`src/rtl/vec_mem_seq.sv`:
```
// Strided vector mover between a streaming interface and a dual-port RAM:
// port A serves a prefetching read job, port B a write job; the two run concurrently.
module vec_mem_seq #(
    parameter int DATA_WIDTH = 8,
    parameter int ADDR_WIDTH = 10,
    parameter int LEN_WIDTH  = ADDR_WIDTH + 1
) (
    input  logic                  clk,
    input  logic                  rst,
    input  logic                  rd_start,
    input  logic [ADDR_WIDTH-1:0] rd_base,
    input  logic [ADDR_WIDTH-1:0] rd_stride,
    input  logic [LEN_WIDTH-1:0]  rd_len,
    output logic                  rd_busy,
    output logic                  rd_done,
    output logic [DATA_WIDTH-1:0] rd_data,
    output logic                  rd_valid,
    input  logic                  rd_ready,
    input  logic                  wr_start,
    input  logic [ADDR_WIDTH-1:0] wr_base,
    input  logic [ADDR_WIDTH-1:0] wr_stride,
    input  logic [LEN_WIDTH-1:0]  wr_len,
    output logic                  wr_busy,
    output logic                  wr_done,
    input  logic [DATA_WIDTH-1:0] wr_data,
    input  logic                  wr_valid,
    output logic                  wr_ready,
    output logic                  ram_we_a,
    output logic [ADDR_WIDTH-1:0] ram_addr_a,
    output logic [DATA_WIDTH-1:0] ram_din_a,
    input  logic [DATA_WIDTH-1:0] ram_dout_a,
    output logic                  ram_we_b,
    output logic [ADDR_WIDTH-1:0] ram_addr_b,
    output logic [DATA_WIDTH-1:0] ram_din_b
);

    typedef enum logic [1:0] {
        S_IDLE = 2'd0,
        S_RUN  = 2'd1,
        S_DONE = 2'd2
    } state_t;

    state_t                rd_state_r, rd_state_next_s;
    logic [LEN_WIDTH-1:0]  rd_len_r;
    logic [ADDR_WIDTH-1:0] rd_stride_r;
    logic [ADDR_WIDTH-1:0] rd_addr_r;
    logic [LEN_WIDTH-1:0]  rd_issued_r;
    logic [LEN_WIDTH-1:0]  rd_popped_r;
    logic                  inflight_r;
    logic [DATA_WIDTH-1:0] fifo_r [4];
    logic [1:0]            wp_r;
    logic [1:0]            rp_r;
    logic [2:0]            count_r;

    state_t                wr_state_r, wr_state_next_s;
    logic [LEN_WIDTH-1:0]  wr_len_r;
    logic [ADDR_WIDTH-1:0] wr_stride_r;
    logic [ADDR_WIDTH-1:0] wr_addr_r;
    logic [LEN_WIDTH-1:0]  wr_cnt_r;

    logic [2:0]            occupancy_s;
    logic                  issue_req_s;
    logic                  collision_s;
    logic                  issue_s;
    logic                  push_s;
    logic                  pop_s;
    logic                  rd_valid_s;
    logic                  wr_accept_s;

    // Read issue, collision and FIFO handshake decisions
    always_comb begin
        occupancy_s = count_r + {2'b00, inflight_r};
        wr_accept_s = (wr_state_r == S_RUN) && wr_valid && !rst;
        issue_req_s = (rd_state_r == S_RUN) && (rd_issued_r != rd_len_r) &&
                      (occupancy_s < 3'd4) && !rst;
        // Port B writes in the same cycle win; the read retries on the next cycle
        collision_s = wr_accept_s && (rd_addr_r == wr_addr_r);
        issue_s     = issue_req_s && !collision_s;
        // A pending return is only trusted if its issue survived any reset
        push_s      = inflight_r;
        rd_valid_s  = (count_r != 3'd0) && !rst;
        pop_s       = rd_valid_s && rd_ready;
    end

    // Read FSM next state
    always_comb begin
        rd_state_next_s = rd_state_r;
        case (rd_state_r)
            S_IDLE: begin
                if (rd_start) begin
                    if (rd_len == {LEN_WIDTH{1'b0}}) begin
                        rd_state_next_s = S_DONE;
                    end else begin
                        rd_state_next_s = S_RUN;
                    end
                end else begin
                    rd_state_next_s = S_IDLE;
                end
            end
            S_RUN: begin
                if (pop_s && ((rd_popped_r + LEN_WIDTH'(1)) == rd_len_r)) begin
                    rd_state_next_s = S_DONE;
                end else begin
                    rd_state_next_s = S_RUN;
                end
            end
            S_DONE:  rd_state_next_s = S_IDLE;
            default: rd_state_next_s = S_IDLE;
        endcase
    end

    // Read FSM state, descriptor, address accumulator and FIFO pointers
    always_ff @(posedge clk) begin
        if (rst) begin
            rd_state_r  <= S_IDLE;
            rd_len_r    <= {LEN_WIDTH{1'b0}};
            rd_stride_r <= {ADDR_WIDTH{1'b0}};
            rd_addr_r   <= {ADDR_WIDTH{1'b0}};
            rd_issued_r <= {LEN_WIDTH{1'b0}};
            rd_popped_r <= {LEN_WIDTH{1'b0}};
            inflight_r  <= 1'b0;
            wp_r        <= 2'd0;
            rp_r        <= 2'd0;
            count_r     <= 3'd0;
        end else begin
            rd_state_r <= rd_state_next_s;
            if ((rd_state_r == S_IDLE) && rd_start) begin
                rd_len_r    <= rd_len;
                rd_stride_r <= rd_stride;
                rd_addr_r   <= rd_base;
                rd_issued_r <= {LEN_WIDTH{1'b0}};
                rd_popped_r <= {LEN_WIDTH{1'b0}};
            end else begin
                if (issue_s) begin
                    rd_addr_r   <= rd_addr_r + rd_stride_r;
                    rd_issued_r <= rd_issued_r + LEN_WIDTH'(1);
                end
                if (pop_s) begin
                    rd_popped_r <= rd_popped_r + LEN_WIDTH'(1);
                end
            end
            inflight_r <= issue_s;
            if (push_s) begin
                wp_r <= wp_r + 2'd1;
            end
            if (pop_s) begin
                rp_r <= rp_r + 2'd1;
            end
            count_r <= count_r + {2'b00, push_s} - {2'b00, pop_s};
        end
    end

    // FIFO storage; contents are meaningless while count_r says empty
    always_ff @(posedge clk) begin
        if (push_s && !rst) begin
            fifo_r[wp_r] <= ram_dout_a;
        end
    end

    // Write FSM next state
    always_comb begin
        wr_state_next_s = wr_state_r;
        case (wr_state_r)
            S_IDLE: begin
                if (wr_start) begin
                    if (wr_len == {LEN_WIDTH{1'b0}}) begin
                        wr_state_next_s = S_DONE;
                    end else begin
                        wr_state_next_s = S_RUN;
                    end
                end else begin
                    wr_state_next_s = S_IDLE;
                end
            end
            S_RUN: begin
                if (wr_accept_s && ((wr_cnt_r + LEN_WIDTH'(1)) == wr_len_r)) begin
                    wr_state_next_s = S_DONE;
                end else begin
                    wr_state_next_s = S_RUN;
                end
            end
            S_DONE:  wr_state_next_s = S_IDLE;
            default: wr_state_next_s = S_IDLE;
        endcase
    end

    // Write FSM state, descriptor and address accumulator
    always_ff @(posedge clk) begin
        if (rst) begin
            wr_state_r  <= S_IDLE;
            wr_len_r    <= {LEN_WIDTH{1'b0}};
            wr_stride_r <= {ADDR_WIDTH{1'b0}};
            wr_addr_r   <= {ADDR_WIDTH{1'b0}};
            wr_cnt_r    <= {LEN_WIDTH{1'b0}};
        end else begin
            wr_state_r <= wr_state_next_s;
            if ((wr_state_r == S_IDLE) && wr_start) begin
                wr_len_r    <= wr_len;
                wr_stride_r <= wr_stride;
                wr_addr_r   <= wr_base;
                wr_cnt_r    <= {LEN_WIDTH{1'b0}};
            end else if (wr_accept_s) begin
                wr_addr_r <= wr_addr_r + wr_stride_r;
                wr_cnt_r  <= wr_cnt_r + LEN_WIDTH'(1);
            end else begin
                wr_addr_r <= wr_addr_r;
                wr_cnt_r  <= wr_cnt_r;
            end
        end
    end

    // Output drive; everything is held at zero while rst is high
    always_comb begin
        ram_we_a   = 1'b0;
        ram_din_a  = {DATA_WIDTH{1'b0}};
        ram_addr_a = issue_s ? rd_addr_r : {ADDR_WIDTH{1'b0}};
        ram_we_b   = wr_accept_s;
        ram_addr_b = wr_accept_s ? wr_addr_r : {ADDR_WIDTH{1'b0}};
        ram_din_b  = wr_accept_s ? wr_data : {DATA_WIDTH{1'b0}};
        wr_ready   = (wr_state_r == S_RUN) && !rst;
        rd_valid   = rd_valid_s;
        rd_data    = rd_valid_s ? fifo_r[rp_r] : {DATA_WIDTH{1'b0}};
        rd_busy    = (rd_state_r != S_IDLE) && !rst;
        rd_done    = (rd_state_r == S_DONE) && !rst;
        wr_busy    = (wr_state_r != S_IDLE) && !rst;
        wr_done    = (wr_state_r == S_DONE) && !rst;
    end

endmodule

```
`config.mk`:
```
export PLATFORM = sky130hd
export DESIGN_NAME = vec_mem_seq
export DESIGN_NICKNAME = d
export VERILOG_FILES = /design/src/rtl/vec_mem_seq.sv
export SDC_FILE = /design/constraint.sdc
export NUM_CORES = 1
export LEC_CHECK = 0
export ABC_CLOCK_PERIOD_IN_PS = 2100
export BUFFER_PORTS_ARGS = -buffer_cell sky130_fd_sc_hd__buf_2
export CORE_UTILIZATION = 50
export CTS_CLUSTER_SIZE = 16
export DETAILED_ROUTE_END_ITERATION = 6
export GPL_ROUTABILITY_DRIVEN = 0
export MAX_ROUTING_LAYER = met4
export PLACE_DENSITY = 0.8
export SKIP_LAST_GASP = 1
export SLEW_MARGIN = 20
export SYNTH_ARGS = -nofsm -noshare
export SYNTH_HDL_FRONTEND = slang
export SYNTH_SLANG_ARGS = --single-unit
```
`constraint.sdc`:
```
create_clock -name clk -period 2.1 [get_ports clk]
set_clock_uncertainty 0.1 [all_clocks]
set_input_delay 0.42 -clock clk [delete_from_list [all_inputs] [get_ports clk]]
set_output_delay 0.42 -clock clk [all_outputs]
set_load 0.01 [all_outputs]
```
### Yosys cells after proc, flatten, opt, wreduce, memory -nomap -nowiden

Memory sizes are Yosys's and may differ from the RTL's. A register that Yosys moved wholly into a read port is not among the register bits.
Cells that the tools add are included.

* register bits after elaboration: 107
* bits in latches: 0
* bits in writable memories: 32
* bits in read-only memories: 0
* bits of input ports: 84
* output and inout port bits: 52
* memories kept: 1

* add/subtract/negate cells: 9
* $mul: 0
* div/mod/pow operators: 0
* order comparisons: 1
* equal/unequal tests: 8
* shifts and indexed selects: 0
* multiplexer cells: 20
* bitwise gates (word level): 0
* reductions and logical operators: 32

Memories
* fifo_r: depth 4, width 8, read ports 1, clocked after memory_dff 1, wr ports 1, RTL line 50 `logic [DATA_WIDTH-1:0] fifo_r [4];`

Operators with widths (count)
* $mux 10: 6
* $add 11x1->11 const B: 3
* $eq 11x11->1: 2
* $logic_not 11->1: 2
* $add 10x10->10: 2
* $logic_and 1x1->1: 19
* $mux 2: 8
* $mux 8: 2
* $ne 11x11->1: 1
* $eq 10x10->1: 1
* $pmux 2 s2: 2
* $reduce_bool 2->1: 4
* $add 2x1->2 const B: 2
* $eq 2x1->1 const B: 2
* $eq 2x2->1 const B: 2
* $logic_not 2->1: 2
* $reduce_or 2->1: 2
* $add 3x1->3: 1
* $lt 3x3->1 const B: 1
* $reduce_bool 3->1: 1
* $sub 3x1->3: 1
* $logic_not 1->1: 2
* $mux 1: 2

### Logic depth before layout (Yosys ltp)

Gate-level depths: netlist of the first run.

* depth after elaboration: 8
* depth in mapped cells: 11
* depth with buffers taken out: 10

### Worst setup path before layout of the first run

Ideal clock, no wire load.

* path kind: register to register
* start point: reg wr_addr_r[0]
* end point: reg wr_addr_r[6]
* data arrival time: 2.055 ns
* data required time: 1.885 ns
* slack: -0.169 ns
* stages on the path, launching flop included: 10
* cell sequence: dfxtp_1 > ha_1 > fa_1 > a21o_1 > a21oi_1 > nor2b_1 > o21ai_0 > nor2b_1 > xor2_1 > a2111oi_0

* longest elaborated chain between the ends: 3

Ends and longest elaborated chain
* start, declared: RTL line 58 `logic [ADDR_WIDTH-1:0] wr_addr_r;`
* start signal, assigned: RTL line 193 `wr_addr_r <= {ADDR_WIDTH{1'b0}};`
* start signal, assigned: RTL line 200 `wr_addr_r <= wr_base;`
* start signal, assigned: RTL line 203 `wr_addr_r <= wr_addr_r + wr_stride_r;`
* $add 10x10->10: RTL line 203
* $mux 10: RTL line 202 `end else if (wr_accept_s) begin`
* $mux 10: RTL line 197 `if ((wr_state_r == S_IDLE) && wr_start) begin`

No other way between the ends. The select of a mux whose other input is x is not followed.
A chain may end at the register's enable or synchronous reset.

### Worst setup path in the final report of the first run

* start point: reg wr_state_r[1]
* end point: out ram_addr_a[9]

* longest elaborated chain between the ends: 7

Ends and longest elaborated chain
* start, declared: RTL line 55 `state_t wr_state_r, wr_state_next_s;`
* start signal, assigned: RTL line 196 `wr_state_r <= wr_state_next_s;`
* $eq 2x1->1: RTL line 73 `wr_accept_s = (wr_state_r == S_RUN) && wr_valid && !rst;`
* $logic_and 1x1->1 (2 in a row): RTL line 73
* $logic_and 1x1->1: RTL line 77 `collision_s = wr_accept_s && (rd_addr_r == wr_addr_r);`
* $logic_not 1->1: RTL line 78 `issue_s = issue_req_s && !collision_s;`
* $logic_and 1x1->1: RTL line 78
* $mux 10: RTL line 216 `ram_addr_a = issue_s ? rd_addr_r : {ADDR_WIDTH{1'b0}};`
* end, declared: RTL line 29 `output logic [ADDR_WIDTH-1:0] ram_addr_a,`

No other way between the ends.

==> results of run 1 <==
## final timing paths
check / to / slack, ps / depth (start not counted)
max reg2reg: wr_addr_r[9] / -230 / 9
min: fifo_r[0][7] / 100 / 1
min reg2reg: wr_len_r[8] / 370 / 2
max: ram_addr_a[9] / -500 / 10
## through the flow
stage	power, W	area (um2)	TNS, ps	setup slack, ps	utilization
3_5_place_dp	0.004158	8964	-3377	-185.8	0.6191
3_3_place_gp	0.004135	8964	-1435	-113.0	0.6191
5_1_grt	0.007931	10450	-10810	-586.7	0.7217
6_report	0.007682	10450	-7563	-504.7	0.7219
4_1_cts	0.007484	9873	-7612	-464.4	0.6819
2_1_floorplan	0.003699	7553	-98.46	-26.99	-
## area by class of cell
type	instances	area, um2	share of cell area
well taps	184	230.2	0.02203
flip-flops and latches	141	3182	0.3044
clock buffers	17	425.4	0.04070
repair buffers	248	1804	0.1726
inverters	11	46.29	0.004429
clock inverters	15	211.5	0.02023
diodes	1	2.502	0.0002394
multi-input cells	635	4551	0.4354
## repair_timing
item	CTS	global route
hold buffers	0	0
setup buffers	11	9
endpoints found under the setup margin	48	61
pin swaps	35	41
resized for setup	43	104
gates cloned	1	2
## sequential cells by signal (all words and copies together) (netlist names), named ones only
signal and count:
count_r 3, rd_stride_r 10, wr_state_r 2, inflight_r 1, rp_r 2, wr_len_r 11, wr_cnt_r 11, rd_state_r 2
wr_stride_r 10, rd_popped_r 11, wr_addr_r 10, rd_len_r 11, wp_r 2, fifo_r 32, rd_addr_r 10, rd_issued_r 11
## Yosys cell counts (5+ instances only)
cell type  instances
a22oi_1            7
nor2b_1            9
ha_1              29
edfxtp_1          32
dfxtp_1          109
nand2_1          121
a21oi_1           75
o21ai_0           21
xor2_1            37
or3_1              7
nor4_1            10
nand3_1           17
xnor2_1           56
clkbuf_1          35
mux4_2             8
nor2_1            76
inv_1              9
a211oi_1           6
nand4_1           19
and2_1            42
a2111oi_0          5
nor3_1            17
buf_4             10
and3_1            15
## cell families (layout without fill, tap and decap cells)
| family | after synthesis | after routing | synth area share |
|---|---|---|---|
| simple gates | 355 | 355 | 0.2330 |
| buf+inv | 64 | 291 | 0.03819 |
| mux | 11 | 11 | 0.02839 |
| xor+xnor | 93 | 93 | 0.1100 |
| fa+ha+maj | 31 | 31 | 0.05441 |
| compound gates | 136 | 136 | 0.1110 |
| other cells | 1 | 10 | 0.0005064 |
| flops | 141 | 141 | 0.4245 |
## power groups by stage
stage / registers [W] / logic (W) / clock network (W)
6_report: 0.00300 / 0.00142 / 0.00326
3_3_place_gp: 0.00303 / 0.00110 / 0
2_1_floorplan: 0.00303 / 0.000666 / 0
4_1_cts: 0.00299 / 0.00125 / 0.00325
5_1_grt: 0.00301 / 0.00153 / 0.00339
3_5_place_dp: 0.00304 / 0.00112 / 0
## layer usage
| layer | vias to the layer above | part of all wire | GRT usage |
|---|---|---|---|
| met5 | - | 0 | - |
| met4 | 0 | 0.035 | 0.1175 |
| met3 | 66 | 0.062 | 0.04487 |
| met2 | 327 | 0.49 | 0.4351 |
| met1 | 3465 | 0.41 | 0.3466 |
| li1 | 3310 | - | - |
## critical path: stages, from the launching register on
cell	delay, ps
dfxtp_2	330
nor2_2	100
and2_4	180
nand2_4	60
inv_6	60
nand4_1	140
nor3_4	270
nor4_4	70
buf_12	150
and2_4	160
buf_2	130
==> flow_summary.yaml, run 1 <==
run_status:
  status: "complete, but fails checks"
  violations: "negative setup slack"
layout:
  drive_above_1_share: 0.3955
  final_cell_mix: "118 x nand2_1, 108 x buf_2, 107 x buf_4"
  synthToLayoutAreaGrowth_pct: 41.16
  fill_cells: 941
  final_cells: 1252
  layout.nets: 1169
  final_common_cell: "nand2_1"
yosys:
  yosysSeqAreaShare: 0.4245
  synth.yosys.warnings: 0
  synth_area_leader_cell: "dfxtp_1"
  synth_top_area_share: 0.2947
  syn_inst: 832
  synth_edf_count: 32
  synthArstFlopShare: 0
  synth_area_leaders: "dfxtp_1 29%, edfxtp_1 13%, xnor2_1 6.6%"
  synth_area_mm2: 0.007405
  synth_seq_cells: 141
  synth_area_per_cell_um2: 8.900
  yosysUniqueCellTypes: 57
  synth_flop_cell: "dfxtp_1"
clocking:
  cts_max_path_buffers: 2
  clkSinkCount: 141
  cts_root_buf: "clkbuf_16"
  cts_tree: "done"
  clk_pin_slew_ps: 60
  htreeDepth: 4
  clk_latency_ps: 430
  cts_buffers: 17
floorplanning:
  dieHeight_um: 123.7
  die_area_mm2: 0.01530
  die_w_um: 123.7
  core_area_mm2: 0.01448
  num_rows: 44
  ios: 136
  initial_core_util: 0.5114
detailed_routing:
  routedWlPerCell_um: 17.62
  drt-vias-per-instance: 5.725
  ant_nets: 0
  drt_iter0_drc: 664
  drc_errors: 0
  first_pass_iters: 5
  via_count: 7168
  wirelength_um: 22070
pwr:
  peakVddDrop_mv: 0.5597
  clockPowerShare: 0.424
  power_frac_seq: 0.391
  combPwrFrac: 0.185
  netSwitchingFraction: 0.2712
  intPower_w: 0.005599
  power.density_mw_per_mm2: 735.0
  power_switching_w: 0.002084
  p_leak_nw: 4.276
sta:
  tightest_slew_ps: 778.6
  period_share: 1.240
  fmax_mhz: 383.9
  relSlewSlack: 0.4809
  rsz0062_at_grt: "yes"
  min_period_ps: 2605
  fin_hold_ws_ps: 103.7
  slew_viol_final: 0
  finalSetupViolCount: 42
  hold_viol_final: 0
  setup_slack_ps: -504.7
critical_path:
  end_kind: "primary output"
  crit_fanout: 12
  crit_type: "flop to primary output"
  startpoint: "wr_state_r[1]"
  cp.required_ps: 1580
  worstSetupStartpointType: "flop"
  arrival_ps: 2080
  rr_startpoint: "wr_addr_r[1]"
placed_design:
  portBuffers: 126
  place_inst: 1199
  hpwl_um: 13520
hold_path:
  hp-start: "ram_dout_a[7]"
  hp-class: "input pin to flop"
grt:
  antenna_found_initial: 0
  grt_max_degree: 44
  grt_util_all_layers: 0.2744
  overflow: 0
  grt_pass1_wl_um: 31160
  grt_pass1_vias: 6464
job:
  cap_violations: 0
No activity file was read; power rests on OpenSTA's default activity.
==> inputs of run 2 (changes only) <==
--- a/config.mk
+++ b/config.mk
@@ -5,14 +5,16 @@
 export SDC_FILE = /design/constraint.sdc
 export NUM_CORES = 1
 export LEC_CHECK = 0
-export ABC_CLOCK_PERIOD_IN_PS = 2100
+export ABC_CLOCK_PERIOD_IN_PS = 3300
 export BUFFER_PORTS_ARGS = -buffer_cell sky130_fd_sc_hd__buf_2
 export CORE_UTILIZATION = 50
+export CTS_BUF_LIST = sky130_fd_sc_hd__clkbuf_2
 export CTS_CLUSTER_SIZE = 16
 export DETAILED_ROUTE_END_ITERATION = 6
 export GPL_ROUTABILITY_DRIVEN = 0
+export GPL_TIMING_DRIVEN = 0
 export MAX_ROUTING_LAYER = met4
-export PLACE_DENSITY = 0.8
+export PLACE_DENSITY = 0.77
 export SKIP_LAST_GASP = 1
 export SLEW_MARGIN = 20
 export SYNTH_ARGS = -nofsm -noshare
==> constraint.sdc (replaced) <==
create_clock -name clk -period 3.3 [get_ports clk]
set_clock_uncertainty 0.1 [all_clocks]
set_input_delay 0.66 -clock clk [delete_from_list [all_inputs] [get_ports clk]]
set_output_delay 0.66 -clock clk [all_outputs]
set_load 0.01 [all_outputs]
==> run 2 against run 1 <==
Net effect: register-to-register slack improved by 890 ps; sequential power decreased by 36%; largest cell class unchanged; setup slack improved by 530 ps; global-route usage decreased by 1.7 points; flip-flop and latch count unchanged; highest routed layer unchanged; cell area decreased by 12%; combinational power decreased by 54%; non-clock buffer count decreased by 11; clock-buffer cell count unchanged; cell count decreased by 0.80%; sequential share of layout area increased by 3.9 points; the run now ends clean.
==> flow_summary.yaml, run 2 (synthesis gave the netlist of run 1 again) <==
run_status:
  status: "finished clean"
placed_design:
  portBuffers: 126
  place_ws_ps: -128.5
  hpwl_um: 13260
detailed_routing:
  drt-vias-per-instance: 5.341
  wirelength_um: 18440
  ant_nets: 0
  drt_iter0_drc: 417
  via_count: 6633
  drc_errors: 0
  routedWlPerCell_um: 14.85
  first_pass_iters: 5
critical_path:
  worstSetupStartpointType: "flop"
  crit_path_max_incr_delay_ps: 470
  crit_fanout: 5
  crit_type: "flop to primary output"
  critPathSlowestCell: "dfxtp_1"
  end_kind: "primary output"
  cp_cell_sequence: "xnor2_1, nand4_1, nor3_2, nor4_4, buf_4, clkbuf_8, and2_4, buf_2"
  arrival_ps: 2520
  cp.required_ps: 2540
floorplanning:
  die_w_um: 123.7
  ios: 136
  num_rows: 44
  initial_core_util: 0.5114
  die_area_mm2: 0.01530
  core_area_mm2: 0.01448
  dieHeight_um: 123.7
clocking:
  clk_pin_slew_ps: 240
  cts_tree: "done"
  clkSinkCount: 141
  cts_root_buf: "clkbuf_2"
  cts_max_path_buffers: 2
  cts_buffers: 17
  htreeDepth: 4
  clk_latency_ps: 740
sta:
  slew_viol_final: 0
  tightest_slew_ps: 663.1
  relSlewSlack: 0.5579
  fin_hold_ws_ps: 78.75
  setup_slack_ps: 23.65
  period_share: 0.9928
  fmax_mhz: 305.2
  finalSetupViolCount: 0
  rsz0062_at_grt: "yes"
  hold_viol_final: 0
  min_period_ps: 3276
grt:
  overflow: 0
  antenna_found_initial: 1
  grt_max_degree: 17
  grt_util_all_layers: 0.2574
  grt_pass1_vias: 6096
  grt_pass1_wl_um: 28940
layout:
  layout.nets: 1158
  largest_reg_flops: 32
  final_common_cell: "buf_2"
  largest_register: "fifo_r"
  final_cell_mix: "127 x buf_2, 121 x nand2_1, 102 x dfxtp_1"
  synthToLayoutAreaGrowth_pct: 23.88
  drive_above_1_share: 0.2102
hold_path:
  hp-class: "input pin to flop"
pwr:
  peakVddDrop_mv: 0.2716
  power.density_mw_per_mm2: 387.7
  p_leak_nw: 3.753
job:
  cap_violations: 0
==> run 2: changes by cell type in the layout (fill, tap and decap cells not counted), moves of 20 or more <==
cell	before	now
buf_4	107	21
clkbuf_2	0	20
dfxtp_1	82	102
clkbuf_1	0	30
buf_6	24	2
dlygate4sd3_1	0	48
==> run 2: worst paths after layout <==
path | from | cells past startpoint | slack, ps | to
worst max-delay path | rd_len_r[8] | 8 | 20 | ram_addr_a[8]
worst min-delay path | rd_len[3] | 3 | 80 | rd_len_r[3]
worst max register to register | rd_addr_r[4] | 8 | 660 | rd_addr_r[9]
worst min register to register | wr_stride_r[0] | 2 | 380 | wr_stride_r[0]
==> run 2: layout make-up <==
cell class / count / area [um2]
inverter: 11 / 43.79
fill: 1190 / 5306
sequential: 141 / 3152
antenna: 2 / 5.005
clock inverter: 15 / 148.9
multi-input combinational: 635 / 4048
timing repair buffer: 186 / 1207
buffer: 51 / 252.7
clock buffer: 17 / 85.08
tap: 184 / 230.2
==> run 2: per-layer routing <==
metal / track usage / vias to the layer above / wire length (um)
li1: - / 3302 / -
met1: 0.3157 / 3074 / 8261
met2: 0.4181 / 227 / 8758
met3: 0.06364 / 30 / 1144
met4: 0.07605 / 0 / 274
met5: - / - / 0
==> run 2: repair_timing <==
action / in CTS / in global routing
endpoints found under the hold margin: 67 / 5
setup buffers: 8 / 3
endpoints found under the setup margin: 37 / 28
gates resized for setup: 20 / 8
hold buffers: 43 / 5
cloned: 1 / 0
pin swaps: 3 / 2
==> run 2: critical path: cells and delay by family (launching register included) <==
family	cells	cell delay [ps]
AND/OR/NAND/NOR	4	710
flip-flops	1	470
buffers and inverters	3	450
XOR/XNOR	1	170
==> run 2: where the power goes <==
group	switching, W	total [W]	internal, W
Combinational	0.000340	0.000647	0.000308
Clock	0.000743	0.000982	0.000239
Sequential	0.0000862	0.00193	0.00184
Total	0.00117	0.00356	0.00239
==> run 2: stage by stage <==
| step | area, um2 | TNS, ps | instances | util | power, W |
|---|---|---|---|---|---|
| 2_1_floorplan | 7435 | 0 | 840 | - | 0.002334 |
| 3_3_place_gp | 8295 | -622.3 | 1150 | 0.5729 | 0.002521 |
| 3_5_place_dp | 8295 | -768.4 | 1150 | 0.5729 | 0.002531 |
| 4_1_cts | 9087 | -18.36 | 1232 | 0.6276 | 0.003565 |
| 5_1_grt | 9170 | -1127 | 1241 | 0.6333 | 0.003743 |
| 6_report | 9173 | 0 | 1242 | 0.6335 | 0.003557 |
